### config.mk
export PLATFORM = sky130hd
export DESIGN_NAME = sync_fifo_param
export DESIGN_NICKNAME = d
export VERILOG_FILES = /design/src/rtl/sync_fifo_param.sv
export SDC_FILE = /design/constraint.sdc
export NUM_CORES = 1
export LEC_CHECK = 0
export ABC_AREA = 0
export BUFFER_PORTS_ARGS = -buffer_cell sky130_fd_sc_hd__buf_2
export CAP_MARGIN = 15
export CORE_ASPECT_RATIO = 1.75
export CORE_UTILIZATION = 55
export CTS_BUF_LIST = sky130_fd_sc_hd__clkbuf_8
export DETAILED_ROUTE_END_ITERATION = 10
export HOLD_SLACK_MARGIN = 0.03
export PLACE_DENSITY = 0.87
export SYNTH_ARGS = -nofsm -noshare
export SYNTH_HDL_FRONTEND = slang
export SYNTH_SLANG_ARGS = --single-unit
### constraint.sdc
create_clock -name clk -period 2.8 [get_ports clk]
set_clock_uncertainty 0.15 [all_clocks]
set_input_delay 0.42 -clock clk [delete_from_list [all_inputs] [get_ports clk]]
set_output_delay 0.42 -clock clk [all_outputs]
set_load 0.1 [all_outputs]
### src/rtl/sync_fifo_param.sv
// Single-clock parametrised FIFO with occupancy count, almost-full/almost-empty thresholds,
// sticky overflow/underflow flags and selectable registered or first-word-fall-through read.
module sync_fifo_param #(
  parameter int unsigned DATA_WIDTH = 4,
  parameter int unsigned DEPTH      = 8,
  parameter int unsigned PTR_WIDTH  = $clog2(DEPTH),
  parameter int unsigned AF_THRESH  = DEPTH - 2,
  parameter int unsigned AE_THRESH  = 2,
  parameter bit          FWFT       = 1'b0
) (
  input  logic                  clk,
  input  logic                  rst,
  input  logic                  w_en,
  input  logic [DATA_WIDTH-1:0] w_data,
  input  logic                  r_en,
  output logic [DATA_WIDTH-1:0] r_data,
  output logic                  full,
  output logic                  empty,
  output logic                  almost_full,
  output logic                  almost_empty,
  output logic [PTR_WIDTH:0]    count,
  output logic                  overflow,
  output logic                  underflow
);

  localparam int unsigned CW = PTR_WIDTH + 1;
  localparam logic [PTR_WIDTH:0] ONE     = CW'(1);
  localparam logic [PTR_WIDTH:0] DEPTH_C = CW'(DEPTH);
  localparam logic [PTR_WIDTH:0] AF_C    = CW'(AF_THRESH);
  localparam logic [PTR_WIDTH:0] AE_C    = CW'(AE_THRESH);

  logic [DATA_WIDTH-1:0] mem_q [DEPTH];
  logic [PTR_WIDTH:0]    w_ptr_q, w_ptr_d;
  logic [PTR_WIDTH:0]    r_ptr_q, r_ptr_d;
  logic [PTR_WIDTH:0]    count_q, count_d;
  logic                  ovf_q, ovf_d;
  logic                  udf_q, udf_d;
  logic                  w_acc, r_acc;

  // Status flags decode the registered occupancy
  assign full         = (count_q == DEPTH_C);
  assign empty        = (count_q == '0);
  assign almost_full  = (count_q >= AF_C);
  assign almost_empty = (count_q <= AE_C);
  assign count        = count_q;
  assign overflow     = ovf_q;
  assign underflow    = udf_q;

  assign w_acc = w_en & ~full;
  assign r_acc = r_en & ~empty;

  // Storage is not cleared by reset; a reset cycle blocks the write
  always_ff @(posedge clk) begin
    if (!rst && w_acc) begin
      mem_q[w_ptr_q[PTR_WIDTH-1:0]] <= w_data;
    end
  end

  always_ff @(posedge clk) begin
    if (rst) begin
      w_ptr_q <= '0;
      r_ptr_q <= '0;
      count_q <= '0;
      ovf_q   <= 1'b0;
      udf_q   <= 1'b0;
    end else begin
      w_ptr_q <= w_ptr_d;
      r_ptr_q <= r_ptr_d;
      count_q <= count_d;
      ovf_q   <= ovf_d;
      udf_q   <= udf_d;
    end
  end

  always_comb begin
    w_ptr_d = w_ptr_q;
    r_ptr_d = r_ptr_q;
    count_d = count_q;
    ovf_d   = ovf_q | (w_en & full);
    udf_d   = udf_q | (r_en & empty);
    if (w_acc) w_ptr_d = w_ptr_q + ONE;
    if (r_acc) r_ptr_d = r_ptr_q + ONE;
    case ({w_acc, r_acc})
      2'b10:   count_d = count_q + ONE;
      2'b01:   count_d = count_q - ONE;
      default: count_d = count_q;
    endcase
  end

  if (FWFT == 1'b0) begin : g_reg_read
    logic [DATA_WIDTH-1:0] r_data_q, r_data_d;

    always_comb begin
      r_data_d = r_data_q;
      if (r_acc) r_data_d = mem_q[r_ptr_q[PTR_WIDTH-1:0]];
    end

    always_ff @(posedge clk) begin
      if (rst) r_data_q <= '0;
      else     r_data_q <= r_data_d;
    end

    assign r_data = r_data_q;
  end else begin : g_fwft
    // Head word presented directly; meaningless while empty
    assign r_data = mem_q[r_ptr_q[PTR_WIDTH-1:0]];
  end

endmodule
==> results.json <==
{
  "timing.final.hold_violations": 0,
  "tritoncts": "built",
  "first_global_vias": 1342,
  "numClockSinks": 48,
  "first_iter_violations": 31,
  "min_period_over_period_pct": 94.3,
  "crit_path_start": "count[0]",
  "ant_nets": 0,
  "globalplace.congestion": 0.758,
  "final_net_count": 179,
  "grt_use_total_pct": 20.1,
  "synthesis.area_per_instance_sq_um": 14.9,
  "synth_xor_xnor_area_share_pct": 2.53,
  "top_level_ports": 22,
  "cts.htree.levels": 2,
  "antenna_found_initial": 0,
  "drive_gt1_share_pct": 36.5,
  "synth_flop_cell": "edfxtp_1",
  "setup.worst_path.end_class": "flip-flop",
  "overflow": 0,
  "post-cts-setup-buffers": 0,
  "post_dp_hpwl_um": 2700,
  "synth-simple-area-share_pct": 13.8,
  "area_growth_pct": 13.3,
  "synth_sequential_area_ratio_pct": 61.6,
  "vias": 1227,
  "synth_most_common_cell": "edfxtp_1",
  "coreArea_sq_um": 3630,
  "worstPathMaxFanout": 9,
  "synth_top_cells_by_area": "edfxtp_1, dfxtp_1, mux4_2",
  "synth_edf_count": 32,
  "post-route-min-period_ps": 2640,
  "cp-start-kind": "flip-flop",
  "mappedNetlistArea_sq_um": 2080,
  "report.final.slew_viol_count": 0,
  "postSynthNetCount": 153,
  "cts-root-buf": "clkbuf_8",
  "cap_violations": 0,
  "vias_per_cell": 5.76,
  "wire_length_of_the_first_global_routing_pass_um": 5900,
  "synthDominantAreaCellType": "edfxtp_1",
  "worst_setup_path_endpoint": "count[2]",
  "detail_route.wirelength_um": 3560,
  "arithmetic_cell_share_of_the_synthesized_area_counting_full_adders_half_adders_and_majority_gates_pct": 3.01,
  "clock.fmax_ghz": 0.379,
  "critPathKind": "reg -> reg",
  "cts_made_buffers": 5,
  "drc_errors": 0,
  "dominant_combinational_cell_family_by_area_after_synthesis": "simple AND/OR/NAND/NOR gates",
  "rsz0062_at_grt": "no",
  "antenna-diode-count": 0,
  "slew_headroom_pct": 59.5,
  "crit_required_ps": 2870,
  "setup-tns-final_ps": 0,
  "max-clock-path-buffers": 2,
  "worst_r2r_path_depth": 9,
  "met2_length_um": 2030,
  "post_cts_hold_buffer_count": 0,
  "fp-row-count": 29,
  "min_path_type": "in -> reg",
  "detailedRoute.firstPassIterationCount": 4,
  "setup_violations_final": 0,
  "r2r_start": "count[0]",
  "dr_wl_met3_um": 98,
  "nFillCells": 273,
  "post_cts_resize_count": 0,
  "yosys-top-cells-count": "edfxtp_1, dfxtp_1, nor2_1",
  "result_of_the_run": "finished clean",
  "post-synth-top-area-fraction_pct": 46.2,
  "grt_start_max_net_pins": 25,
  "m1WireLength_um": 1230,
  "compound_cell_area_share_of_the_yosys_netlist_pct": 5.53,
  "design.die.area_sq_um": 4040,
  "synth.ff_latch_count": 48,
  "effective_utilization_at_floorplan_pct": 57.3,
  "worst_setup_hold_path_clk_slew_ps": 80,
  "clkLatencyLatePin_ps": 300,
  "chipHeight_um": 83.4,
  "chipWidth_um": 48.5,
  "hold_depth": 3,
  "max_slew.worst_pin.slew_ps": 606,
  "ys_async_sr_fraction_pct": 0,
  "muxShareOfSynthArea_pct": 10.2,
  "portBuffers": 21,
  "synthesis.instances": 140,
  "yosysWarningCount": 0,
  "post_synth_num_cell_types": 38,
  "detail_route.wl_per_cell_um": 16.7,
  "regToRegSetupSlack_ps": 160,
  "top_layer": "met4",
  "worst_ep_arrival_time_ps": 2710,
  "r2r-end": "count[2]"
}
## worst min-delay path by stage
stage	end	from	slack [ps]
floorplan	w_ptr_q[0]	w_ptr_q[0]	330
global placement	overflow	overflow	300
detailed placement	underflow	underflow	310
CTS	mem_q[0][3]	w_data[3]	230
global route	mem_q[0][3]	w_data[3]	250
finish	underflow	r_en	230
## critical path, stage by stage (launching register included)
cell	delay [ps]
dfxtp_2	390
or4b_4	600
nand2_4	120
ha_1	250
xor2_1	200
ha_1	170
a21oi_1	50
xor2_1	160
or3_1	320
a21oi_1	160
## registers in the layout, indices dropped and copies added (netlist names)
name       flops
mem_q         32
count          4
r_data         4
r_ptr_q        3
w_ptr_q        3
overflow       1
underflow      1
## per-stage QoR
stage               hold slack, ps  utilization, %  instance area, sq um  instances  setup WS [ps]
global placement               303            61.9                  2250        205            321
CTS                            226            65.0                  2360        213            158
floorplan                      329               -                  2110        140           19.9
global route                   247            65.0                  2360        213           43.9
finish                         232            65.0                  2360        213            159
detailed placement             309            61.9                  2250        205            192
## layout make-up
cell class	count	area (sq um)	share of cell area [%]
Clock inverter	3	42.5	1.80
Tap cell	46	57.6	2.44
Inverter	1	3.75	0.159
Clock buffer	5	68.8	2.92
Timing Repair Buffer	27	150	6.37
Multi-Input combinational cell	83	748	31.7
Sequential cell	48	1290	54.6
## logic make-up after synthesis
group / Yosys count
adders and majority gates: 5
AOI/OAI and AO/OA: 17
xor gates and xnor gates: 6
DFF: 48
muxes: 11
and+or+nand+nor: 44
buffers and inverters: 9
## layer usage
layer  global-route usage, %  up-vias
li1                        -      588
met3                    3.85       15
met5                       0        -
met4                    15.8        0
met2                    37.3       34
met1                    18.3      590
## placed cells by master, fill, tap and decap left out, drive strengths merged, types with 2 or more instances in the layout
cell type / count
nand3: 3
xor2: 5
clkinv: 2
dfxtp: 16
nor4: 3
nor2: 15
mux4: 8
edfxtp: 32
o22ai: 4
nor3: 4
buf: 27
nor2b: 4
a21oi: 7
mux2i: 2
clkbuf: 5
nand2: 5
ha: 5
nor4b: 4
or3: 2
Power is left out: the tool's default activity adds up to more than one toggle a clock period on the data nets, which glitch-free logic cannot reach.
